===== config.mk =====
export PLATFORM = sky130hd
export DESIGN_NAME = opcode_decoder
export DESIGN_NICKNAME = d
export VERILOG_FILES = /design/src/rtl/opcode_pkg.sv /design/src/rtl/opcode_decoder_rise_detect.sv /design/src/rtl/opcode_decoder.sv
export SDC_FILE = /design/constraint.sdc
export NUM_CORES = 1
export LEC_CHECK = 0
export CAP_MARGIN = 20
export CORE_AREA = 2 2 62 64
export DETAILED_ROUTE_END_ITERATION = 6
export DIE_AREA = 0 0 64 66
export PLACE_DENSITY = 0.57
export SLEW_MARGIN = 20
export SYNTH_ARGS = -nofsm -noshare
export SYNTH_HDL_FRONTEND = slang
export SYNTH_HIERARCHICAL = 1
export SYNTH_SLANG_ARGS = --single-unit

===== constraint.sdc =====
create_clock -name clk -period 4.33 [get_ports clk]
set_input_delay 1.299 -clock clk [delete_from_list [all_inputs] [get_ports clk]]
set_output_delay 1.299 -clock clk [all_outputs]
set_load 0.01 [all_outputs]

===== src/rtl/opcode_pkg.sv =====
// Shared opcode constants, operation select encoding and decoder states.
// Also used by the keypad encoder so both sides agree on opcodes.
package opcode_pkg;

    localparam logic [2:0] OP_NONE = 3'b000;
    localparam logic [2:0] OP_ADD  = 3'b001;
    localparam logic [2:0] OP_SUB  = 3'b010;

    localparam logic [1:0] SEL_NONE = 2'b00;
    localparam logic [1:0] SEL_ADD  = 2'b01;
    localparam logic [1:0] SEL_SUB  = 2'b10;

    typedef enum logic [2:0] {
        S_IDLE,
        S_WAIT_OP,
        S_WAIT_B,
        S_EXEC,
        S_SHOW
    } state_t;

    // Unknown opcodes map to SEL_NONE, which callers treat as invalid.
    function automatic logic [1:0] op_to_sel(input logic [2:0] op);
        logic [1:0] sel;
        case (op)
            OP_ADD:  sel = SEL_ADD;
            OP_SUB:  sel = SEL_SUB;
            default: sel = SEL_NONE;
        endcase
        return sel;
    endfunction

endpackage


===== src/rtl/opcode_decoder_rise_detect.sv =====
// Rising-edge detector for one key level.
// A level already high when reset releases is not reported as a press.
module rise_detect (
    input  logic clk,
    input  logic rst,
    input  logic level,
    output logic rise
);

    logic prev;
    logic armed;

    always_ff @(posedge clk) begin
        if (rst) begin
            prev  <= 1'b0;
            armed <= 1'b0;
        end else begin
            prev  <= level;
            armed <= 1'b1;
        end
    end

    assign rise = armed & level & ~prev;

endmodule


===== src/rtl/opcode_decoder.sv =====
// Keypad sequencer for the matrix ALU: A, operation, B, execute, show.
// All outputs are registered; strobes last exactly one cycle.
module opcode_decoder
    import opcode_pkg::*;
#(
    parameter int ALU_TIMEOUT = 16
) (
    input  logic       clk,
    input  logic       rst,
    input  logic [2:0] opcode,
    input  logic       is_op,
    input  logic       is_enter,
    input  logic       is_result,
    input  logic       alu_done,
    output logic [1:0] op_sel,
    output logic       load_a,
    output logic       load_b,
    output logic       alu_start,
    output logic       result_valid,
    output logic       busy,
    output logic       err
);

    localparam int CW = $clog2(ALU_TIMEOUT + 1);
    localparam logic [CW-1:0] LAST = CW'(ALU_TIMEOUT - 1);
    localparam logic [CW-1:0] CMAX = CW'(ALU_TIMEOUT);

    state_t        state;
    logic [CW-1:0] cnt;
    logic          op_p;
    logic          en_p;
    logic          res_p;
    logic [1:0]    sel;
    logic          sel_ok;

    rise_detect u_op  (.clk(clk), .rst(rst), .level(is_op),     .rise(op_p));
    rise_detect u_en  (.clk(clk), .rst(rst), .level(is_enter),  .rise(en_p));
    rise_detect u_res (.clk(clk), .rst(rst), .level(is_result), .rise(res_p));

    assign sel    = op_to_sel(opcode);
    assign sel_ok = (sel != SEL_NONE);

    always_ff @(posedge clk) begin
        if (rst) begin
            state        <= S_IDLE;
            op_sel       <= SEL_NONE;
            load_a       <= 1'b0;
            load_b       <= 1'b0;
            alu_start    <= 1'b0;
            result_valid <= 1'b0;
            busy         <= 1'b0;
            err          <= 1'b0;
            cnt          <= '0;
        end else begin
            load_a    <= 1'b0;
            load_b    <= 1'b0;
            alu_start <= 1'b0;
            err       <= 1'b0;
            // Ambiguous op+enter is rejected; EXEC ignores all keys.
            if (op_p && en_p && state != S_EXEC) begin
                err <= 1'b1;
            end else begin
                unique case (state)
                    S_IDLE: begin
                        if (en_p) begin
                            load_a <= 1'b1;
                            state  <= S_WAIT_OP;
                        end
                    end
                    S_WAIT_OP: begin
                        if (op_p) begin
                            if (sel_ok) begin
                                op_sel <= sel;
                                state  <= S_WAIT_B;
                            end else begin
                                err <= 1'b1;
                            end
                        end
                    end
                    S_WAIT_B: begin
                        if (en_p) begin
                            load_b    <= 1'b1;
                            alu_start <= 1'b1;
                            busy      <= 1'b1;
                            cnt       <= '0;
                            state     <= S_EXEC;
                        end
                    end
                    S_EXEC: begin
                        if (alu_done) begin
                            result_valid <= 1'b1;
                            busy         <= 1'b0;
                            state        <= S_SHOW;
                        end else if (cnt >= LAST) begin
                            err    <= 1'b1;
                            op_sel <= SEL_NONE;
                            busy   <= 1'b0;
                            state  <= S_IDLE;
                        end else if (cnt != CMAX) begin
                            cnt <= cnt + 1'b1;
                        end
                    end
                    S_SHOW: begin
                        if (en_p) begin
                            op_sel       <= SEL_NONE;
                            result_valid <= 1'b0;
                            state        <= S_IDLE;
                        end else if (op_p) begin
                            if (sel_ok) begin
                                op_sel       <= sel;
                                result_valid <= 1'b0;
                                state        <= S_WAIT_B;
                            end else begin
                                err <= 1'b1;
                            end
                        end else if (res_p) begin
                            result_valid <= 1'b1;
                        end
                    end
                    default: state <= S_IDLE;
                endcase
            end
        end
    end

endmodule


==> flow_summary_export.csv, run 1 <==
group,metric,value,unit
outcome,status,"complete, no violations",
timing,max_freq,350.6,MHz
global_routing,grt_usage,0.1369,
hold_path,hold_class,"reg2reg",
floorplan,start_util,0.3351,
logic_synthesis,synthesis.area,0.001190,sq mm
worst_setup_path,cp_max_fo,11,
clock_tree,cts_tree,"built",
worst_setup_path,crit_slowest_cell,"clkdlybuf4s50_1",
global_routing,grt_max_degree,17,
floorplan,dieArea,0.004224,sq mm
job,drv_cap,0,
place,portBuffers,16,
timing,holdWs,503.0,ps
worst_setup_path,r2r_start,"cnt[1]",
final_layout,antenna_cells,0,
drt,dr.pass1.iters,4,
logic_synthesis,syn_inst,131,
clock_tree,cts_resized,0,
logic_synthesis,ys_ff_latch,21,
floorplan,die_x,64,microns
worst_setup_path,slowest_delay,460,ps
drt,viasPerCell,5.290,
pwr,power_density,254.1,mW/mm^2
logic_synthesis,synthesis.nets,143,
clock_tree,clk_latency,300,ps
place,postPlaceCellArea,0.001376,sq mm
timing,finalClockSkew,1.803,ps
worst_setup_path,rr_endpoint,"op_sel[0]",
final_layout,multiInputGateArea,686.9,sq um
clock_tree,postCtsSetupRepairBufs,0,
drt,drt_wl_total,2.583,mm
logic_synthesis,synth_edf_count,0,
worst_setup_path,cp-end-kind,"flop",
timing,setup_viol_count_final,0,
timing,tightest_slew,524.6,ps
floorplan,core_area,0.003551,sq mm
global_routing,grt_antenna_before_repair,0,
clock_tree,ctsHoldBuffers,0,
final_layout,area_delta_synth_final,17.88,%
timing,drv_slew,0,
floorplan,rows,22,
logic_synthesis,seq_area_frac_synth,0.3533,
drt,first_iter_violations,46,
logic_synthesis,async_flop_share,0,
final_layout,register_area,420.4,sq um
timing,rsz0062_at_grt,"no",
timing,fin_tns_setup,0,ps
drt,ant_nets,0,
worst_setup_path,critPathCapture,"op_sel[0]",
worst_setup_path,rr_worst_depth,7,
clock_tree,clock_path_buffers,2,
worst_setup_path,worstSetupStartpoint,"is_enter",
final_layout,num-fill-cells,356,
worst_setup_path,crit_chain,"clkdlybuf4s50_1, and3b_1, and2_1, nor3_1, or2_1, a221oi_2",
worst_setup_path,startpoint_type,"input port",
worst_setup_path,rrSetupSlack,2360,ps
logic_synthesis,ys_types,51,
place,dp_hpwl,1.944,mm
global_routing,grt_pass1_wl,4.574,mm
drt,routedWlPerCell,13.38,microns
global_routing,grt_pass1_vias,1014,
timing,finalCriticalPeriod,2852,ps
final_layout,design_area,0.001403,sq mm
drt,drc,0,
final_layout,drive_above_1_share,0.1103,
clock_tree,clkTransAtPathRegs,110,ps
pwr,p_leak,0.0005109,uW
clock_tree,cts_sinks,21,
global_routing,overflow,0,
worst_setup_path,crit_required,4550,ps
place,gp_congestion,0.7846,
worst_setup_path,path_class,"in2reg",
clock_tree,cts_buffers,3,
logic_synthesis,synth_ff_type,"dfxtp_1",
timing,fin_crit_sh,0.6588,
logic_synthesis,ys_warn_count,6,
pwr,irDropWorstVdd,0.1725,mV
clock_tree,htreeDepth,1,
clock_tree,cts-root-buf,"clkbuf_4",
timing,max_slew_margin,0.6498,
floorplan,die_h,66,microns
floorplan,pin_count,17,
timing,hold_viol_final,0,
final_layout,fin_nets,158,
drt,routed-via-count,1021,
worst_setup_path,cp.arrival,3070,ps
logic_synthesis,avgSynthCellArea,9.083,sq um
report_power, final:
part           switching [uW]  total, uW  leakage [uW]  internal (uW)
registers                9.00        208      0.000172            199
logic                    26.8       53.6      0.000324           26.8
clock network            58.5       94.4     0.0000150           36.0
flip-flops by register name, indices dropped and copies added, names as in the netlist:
signal	flops
u_op/armed	1
busy	1
alu_start	1
load_a	1
u_en/prev	1
err	1
u_res/armed	1
u_res/prev	1
u_en/armed	1
state	3
op_sel	2
cnt	5
result_valid	1
u_op/prev	1
layer usage:
| metal | vias to the layer above | global-route usage | routed length [microns] |
|---|---|---|---|
| li1 | 503 | - | - |
| met1 | 491 | 0.1522 | 1110 |
| met2 | 21 | 0.2500 | 1327 |
| met3 | 6 | 0.03407 | 97 |
| met4 | 0 | 0.05163 | 48 |
| met5 | - | 0 | 0 |
kinds of logic after synthesis:
kind of cell / Yosys count / share of synthesized area
simple gates: 49 / 0.2745
compound gates: 37 / 0.2492
flops: 21 / 0.3533
buf+inv: 18 / 0.06939
xor+xnor: 3 / 0.02209
fa+ha+maj: 3 / 0.03155
area by class of cell:
class,count,share of cell area
Clock buffer,4,0.01873
Inverter,11,0.02944
Multi-Input combinational cell,92,0.4897
Sequential cell,21,0.2997
Tap cell,48,0.04282
Timing Repair Buffer,17,0.1195
worst max-delay path, delay by kind of cell:
family	cells	cell delay, ps
buffers and inverters	1	460
AOI/OAI and AO/OA	1	280
and+or+nand+nor	4	1030
synthesized netlist by cell type, types with 2 or more instances:
| library cell | instances | area, sq um |
|---|---|---|
| a211oi_1 | 2 | 15.01 |
| a21oi_1 | 8 | 40.04 |
| a221oi_2 | 2 | 30.03 |
| a31oi_1 | 2 | 12.51 |
| a32o_1 | 2 | 20.02 |
| and3_1 | 2 | 12.51 |
| and3b_1 | 4 | 35.03 |
| buf_2 | 3 | 15.01 |
| buf_4 | 3 | 22.52 |
| dfxtp_1 | 21 | 420.4 |
| ha_1 | 3 | 37.54 |
| inv_1 | 11 | 41.29 |
| nand2_1 | 7 | 26.28 |
| nand3_1 | 2 | 10.01 |
| nand3b_1 | 4 | 30.03 |
| nor2_1 | 6 | 22.52 |
| nor2b_1 | 5 | 31.28 |
| nor3_1 | 4 | 20.02 |
| nor4b_1 | 2 | 17.52 |
| o21a_1 | 2 | 15.01 |
| o21ai_0 | 2 | 10.01 |
| o21ai_1 | 3 | 15.01 |
| o21bai_1 | 2 | 15.01 |
| xnor2_1 | 2 | 17.52 |
placed cells by master (no fill, tap or decap), drive strengths merged, types with 2 or more instances in the layout:
cell           synthesis  routed
dfxtp                 21      21
clkdlybuf4s50          0      16
inv                   11      11
a21oi                  8       8
nand2                  7       7
nor2                   7       7
nor2b                  5       5
o21ai                  5       5
and3b                  4       4
nand3b                 4       4
nor3                   4       4
clkbuf                 1       4
ha                     3       3
a31oi                  3       3
a211oi                 3       3
and3                   2       2
nand3                  2       2
xnor2                  2       2
nor4b                  2       2
a32o                   2       2
a221oi                 2       2
o21bai                 2       2
o21a                   2       2
and4bb                 2       2
nor3b                  2       2
worst min-delay path by stage:
stage              start         to  slack [ps]  cells past startpoint
3_3_place_gp   op_sel[0]  op_sel[0]         460                      2
3_5_place_dp   op_sel[0]  op_sel[0]         500                      2
2_1_floorplan  op_sel[0]  op_sel[0]         490                      2
4_1_cts        op_sel[0]  op_sel[0]         520                      2
6_report       op_sel[0]  op_sel[0]         500                      2
5_1_grt        op_sel[0]  op_sel[0]         530                      2
per-stage QoR:
stage	power [uW]	cells	util	worst slack, ps
final	356.4	193	0.3950	1478
after CTS	362.6	193	0.3950	1482
after floorplan	246.6	131	-	1867
after global routing	378.7	193	0.3950	1367
after detailed placement	266.5	189	0.3876	1161
after global placement	264.8	189	0.3876	1225
Power figures use the tool's default switching activity.
==> run 2, diff against run 1 <==
==> constraint.sdc (replaced) <==
create_clock -name clk -period 3 [get_ports clk]
set_input_delay 0.9 -clock clk [delete_from_list [all_inputs] [get_ports clk]]
set_output_delay 0.9 -clock clk [all_outputs]
set_load 0.01 [all_outputs]
==> run 2 against run 1 <==
Net effect: clock power increased by 44%; die area unchanged; first-iteration DRC count up 17%; worst setup slack got worse by 870 ps; register-to-register slack lost 1300 ps; core utilization is the same; highest routed layer unchanged.
==> flow_summary_export.csv, run 2 (same netlist as run 1, synthesis figures left out) <==
group,metric,value,unit
outcome,status,"complete, no violations",
drt,drt_wl_total,2.563,mm
timing,fin_tns_setup,0,ps
drt,routed-via-count,1001,
clock_tree,clock_path_buffers,2,
final_layout,largestRegisters,"cnt: 5 flops, state: 3 flops, op_sel: 2 flops",
worst_setup_path,cp-end-kind,"flop",
timing,max_freq,417.9,MHz
clock_tree,ctsHoldBuffers,0,
final_layout,num-fill-cells,365,
timing,max_slew_margin,0.6416,
timing,setup_viol_count_final,0,
drt,first_iter_violations,54,
timing,tightest_slew,536.9,ps
clock_tree,cts_resized,0,
worst_setup_path,crit_required,3210,ps
timing,finalCriticalPeriod,2393,ps
place,postPlaceCellArea,0.001376,sq mm
clock_tree,cts_buffers,3,
job,drv_cap,0,
worst_setup_path,critPathTopFamily,"simple AND/OR/NAND/NOR gates",
final_layout,top_register,"cnt",
drt,ant_nets,0,
worst_setup_path,startpoint_type,"input port",
drt,routedWlPerCell,13.28,microns
timing,fin_crit_sh,0.7977,
worst_setup_path,crit_slowest_cell,"clkdlybuf4s50_1",
worst_setup_path,cp_max_fo,11,
clock_tree,postCtsSetupRepairBufs,0,
worst_setup_path,crit_chain,"clkdlybuf4s50_1, and3b_1, and2_1, nor3_1, or2_1, a32o_1",
worst_setup_path,r2r_start,"cnt[0]",
floorplan,dieArea,0.004224,sq mm
timing,rsz0062_at_grt,"no",
place,numPlacedInstances,189,
floorplan,rows,22,
worst_setup_path,rrSetupSlack,1080,ps
drt,drc,0,
hold_path,min-delay-start,"op_sel[0]",
global_routing,grt_pass1_vias,963,
timing,drv_slew,0,
drt,dr.pass1.iters,4,
worst_setup_path,path_buf_inv,1,
global_routing,grt_pass1_wl,4.650,mm
worst_setup_path,rr_worst_depth,7,
floorplan,start_util,0.3351,
clock_tree,cts_tree,"built",
pwr,irDropWorstVdd,0.1877,mV
pwr,power_density,366.4,mW/mm^2
final_layout,final_common_cell,"dfxtp_1",
worst_setup_path,rr_endpoint,"op_sel[1]",
floorplan,core_area,0.003551,sq mm
global_routing,grt_usage,0.1389,
final_layout,design_area,0.001403,sq mm
clock_tree,clk_latency,300,ps
timing,holdWs,485.7,ps
final_layout,area_delta_synth_final,17.88,%
final_layout,drive_above_1_share,0.1103,
timing,finalClockSkew,6.273,ps
place,gp_congestion,0.7622,
final_layout,instances_no_fill,193,
clock_tree,cts-root-buf,"clkbuf_4",
final_layout,final_cell_mix,"21 x dfxtp_1, 16 x clkdlybuf4s50_1, 11 x inv_1, 8 x a21oi_1, 7 x nand2_1",
hold_path,hold_class,"reg2reg",
worst_setup_path,slowest_delay,460,ps
hold_path,min_to,"op_sel[0]",
place,portBuffers,16,
timing,hold_viol_final,0,
final_layout,fin_nets,158,
clock_tree,cts_sinks,21,
hold_path,hold_depth,2,
floorplan,pin_count,17,
global_routing,grt_max_degree,17,
worst_setup_path,path_class,"in2reg",
final_layout,antenna_cells,0,
clock_tree,htreeDepth,1,
clock_tree,clkTransAtPathRegs,120,ps
global_routing,grt_antenna_before_repair,0,
drt,viasPerCell,5.187,
global_routing,overflow,0,
pwr,p_leak,0.0005109,uW
worst_setup_path,cp.arrival,2600,ps
floorplan,die_x,64,microns
floorplan,die_h,66,microns
place,dp_hpwl,1.907,mm
final_layout,largest_register_ffs,5,
final_layout,final_util,0.3950,
-- run 2: cell counts in the layout (fill, tap and decap cells not counted) --
No cell type changed its count.
-- run 2: area by class of cell --
class | instances | area (sq um) | share of cell area
repair buffers | 17 | 167.7 | 0.1195
inverters | 11 | 41.29 | 0.02944
flip-flops and latches | 21 | 420.4 | 0.2997
multi-input cells | 92 | 686.9 | 0.4897
well taps | 48 | 60.06 | 0.04282
clock buffers | 4 | 26.28 | 0.01873
-- run 2: how the worst max path moves through the flow --
stage / startpoint / to / slack [ps] / cells past startpoint
3_5_place_dp: is_enter / op_sel[1] / 290 / 6
5_1_grt: is_enter / op_sel[1] / 510 / 6
4_1_cts: is_enter / op_sel[0] / 620 / 6
3_3_place_gp: is_enter / op_sel[1] / 300 / 6
6_report: is_enter / op_sel[1] / 610 / 6
2_1_floorplan: is_enter / op_sel[1] / 940 / 6
-- run 2: stage by stage --
stage          setup slack (ps)  total power [uW]
3_3_place_gp              295.7             382.4
6_report                  607.0             513.9
2_1_floorplan             936.2             355.9
4_1_cts                   623.1             523.6
5_1_grt                   507.3             549.7
3_5_place_dp              287.6             384.0
-- run 2: worst register-to-register path: cells and delay by family, from the launching register on --
kind | cells | cell delay, ps
AOI/OAI and AO/OA | 2 | 360
and+or+nand+nor | 3 | 690
DFF | 1 | 360
adders and majority gates | 2 | 430
-- run 2: layer usage --
layer / wire, microns / global-route usage / vias to the layer above
li1: - / - / 505
met1: 1146 / 0.1726 / 471
met2: 1291 / 0.2422 / 23
met3: 112 / 0.03748 / 2
met4: 12 / 0.02446 / 0
met5: 0 / 0 / -
-- run 2: power by group --
part           total (uW)  internal, uW  switching (uW)
Sequential            301           288            13.1
Combinational        77.1          38.6            38.5
Clock                 136          51.8            84.1
==> run 3, diff against run 2 <==
--- a/config.mk
+++ b/config.mk
@@ -9,7 +9,7 @@
 export CORE_AREA = 2 2 62 64
 export DETAILED_ROUTE_END_ITERATION = 6
 export DIE_AREA = 0 0 64 66
-export PLACE_DENSITY = 0.57
+export PLACE_DENSITY = 0.59
 export SLEW_MARGIN = 20
 export SYNTH_ARGS = -nofsm -noshare
 export SYNTH_HDL_FRONTEND = slang
==> constraint.sdc (replaced) <==
create_clock -name clk -period 2 [get_ports clk]
set_input_delay 0.6 -clock clk [delete_from_list [all_inputs] [get_ports clk]]
set_output_delay 0.6 -clock clk [all_outputs]
set_load 0.01 [all_outputs]
==> run 3 against run 2 <==
Net effect: cell count rose by 7.8%; design area rose by 10%; die area unchanged; total power rose by 54%; via count increased by 6.4%; combinational power up 88%; sequential power increased by 49%; core utilization is 4.1 points higher; critical path depth did not move; global-route usage is 0.54 points lower; wire length is 2.9% higher; critical path type unchanged.
==> flow_summary_export.csv, run 3 (same netlist as run 1, synthesis figures left out) <==
group,metric,value,unit
outcome,status,"complete, no violations",
timing,finalCriticalPeriod,1887,ps
job,drv_cap,0,
pwr,power_density,512.9,mW/mm^2
final_layout,area_delta_synth_final,30.07,%
floorplan,pin_count,17,
timing,setup_viol_count_final,0,
worst_setup_path,cp-end-kind,"flop",
worst_setup_path,critPathCapture,"state[1]",
timing,hold_viol_final,0,
clock_tree,cts_tree,"built",
global_routing,grt_max_degree,16,
hold_path,hold_class,"reg2reg",
floorplan,die_x,64,microns
worst_setup_path,cp.arrival,2120,ps
global_routing,grt_pass1_wl,4.485,mm
final_layout,largestRegisters,"cnt: 5 flops, state: 3 flops, op_sel: 2 flops",
floorplan,core_area,0.003551,sq mm
drt,first_iter_violations,38,
floorplan,start_util,0.3351,
final_layout,final_common_cell,"dfxtp_1",
worst_setup_path,rr_endpoint,"op_sel[0]",
timing,rsz0062_at_grt,"no",
drt,viasPerCell,5.120,
floorplan,rows,22,
drt,drc,0,
drt,ant_nets,0,
pwr,p_seq_frac,0.563,
global_routing,overflow,0,
worst_setup_path,rrSetupSlack,190,ps
worst_setup_path,rr_worst_depth,7,
clock_tree,cts_sinks,21,
worst_setup_path,path_class,"in2reg",
global_routing,grt_pass1_vias,1016,
place,gp_congestion,0.8135,
global_routing,grt_antenna_before_repair,0,
final_layout,final_util,0.4359,
global_routing,grt_usage,0.1334,
clock_tree,cts_buffers,3,
place,dp_hpwl,2.040,mm
final_layout,antenna_cells,0,
timing,tightest_slew,457.6,ps
pwr,power_switching,211.4,uW
drt,routed-via-count,1065,
clock_tree,cts-root-buf,"clkbuf_4",
worst_setup_path,r2r_start,"cnt[0]",
place,postPlaceCellArea,0.001481,sq mm
floorplan,dieArea,0.004224,sq mm
final_layout,largest_register_ffs,5,
clock_tree,clk_latency,310,ps
pwr,irDropWorstVdd,0.4624,mV
worst_setup_path,startpoint_type,"input port",
timing,max_freq,529.9,MHz
drt,dr.pass1.iters,4,
drt,routedWlPerCell,12.68,microns
drt,drt_wl_total,2.638,mm
timing,finalClockSkew,8.989,ps
timing,fin_crit_sh,0.9436,
final_layout,design_area,0.001548,sq mm
worst_setup_path,worstSetupStartpoint,"is_op",
final_layout,top_register,"cnt",
final_layout,final_cell_mix,"21 x dfxtp_1, 16 x buf_4, 15 x clkdlybuf4s50_1, 11 x inv_1, 8 x a21oi_1",
clock_tree,clkTransAtPathRegs,120,ps
worst_setup_path,crit_required,2230,ps
floorplan,die_h,66,microns
pwr,p_leak,0.0006039,uW
final_layout,fin_nets,173,
clock_tree,clock_path_buffers,2,
pwr,power_frac_comb,0.183,
worst_setup_path,cp_max_fo,5,
place,portBuffers,16,
clock_tree,htreeDepth,1,
final_layout,drive_above_1_share,0.2250,
pwr,swShare,0.2663,
timing,max_slew_margin,0.6945,
timing,drv_slew,0,
pwr,power.internal,582.4,uW
pwr,pwr-share-clk,0.254,
[run 3: area by class of cell]
cell class                 count  area, sq um
timing repair buffer          32        282.8
sequential                    21        420.4
multi-input combinational     92        715.7
clock inverter                 1        5.005
fill                         345         2003
tap                           48        60.06
inverter                      11        41.29
clock buffer                   3        22.52
[run 3: what timing repair did]
action / 4_1_cts / 5_1_grt
hold buffers: 0 / 0
setup buffers: 0 / 1
gates resized for setup: 0 / 7
endpoints found under the setup margin: 0 / 5
[run 3: worst min path at each step]
stage	start	endpoint	slack, ps	depth (start not counted)
2_1_floorplan	op_sel[0]	op_sel[0]	490	2
3_3_place_gp	op_sel[0]	op_sel[0]	460	2
3_5_place_dp	op_sel[0]	op_sel[0]	470	2
4_1_cts	op_sel[0]	op_sel[0]	490	2
5_1_grt	op_sel[0]	op_sel[0]	530	2
6_report	op_sel[0]	op_sel[0]	480	2
[run 3: routing by layer]
| layer | wire (microns) | share of wire | vias to the layer above | GRT usage |
|---|---|---|---|---|
| li1 | - | - | 537 | - |
| met1 | 1169 | 0.44 | 497 | 0.1558 |
| met2 | 1309 | 0.50 | 27 | 0.2409 |
| met3 | 124 | 0.047 | 4 | 0.03748 |
| met4 | 35 | 0.013 | 0 | 0.02989 |
| met5 | 0 | 0 | - | 0 |
[run 3: worst max-delay path, stage by stage]
cell             delay, ps
clkdlybuf4s50_1        460
and3b_1                240
and2b_1                180
nand2_1                110
o32a_1                 360
a211oi_2               170
[run 3: power by group through the flow]
stage | logic [uW] | registers [uW] | clock network, uW
2_1_floorplan | 84.4 | 449 | 0
3_3_place_gp | 137 | 456 | 0
3_5_place_dp | 139 | 456 | 0
4_1_cts | 140 | 447 | 213
5_1_grt | 160 | 449 | 235
6_report | 145 | 447 | 202
[run 3: through the flow]
step                instances  setup TNS, ps  setup slack (ps)  total power (uW)  hold slack, ps
global placement          203          -2389            -265.2             593.3           460.5
detailed placement        203          -2847            -314.4             595.3           468.9
floorplan                 131              0             236.2             533.8           493.2
CTS                       207              0             16.08             799.8           487.1
global route              208              0             34.32             844.5           532.7
finish                    208              0             112.8             793.8           483.7
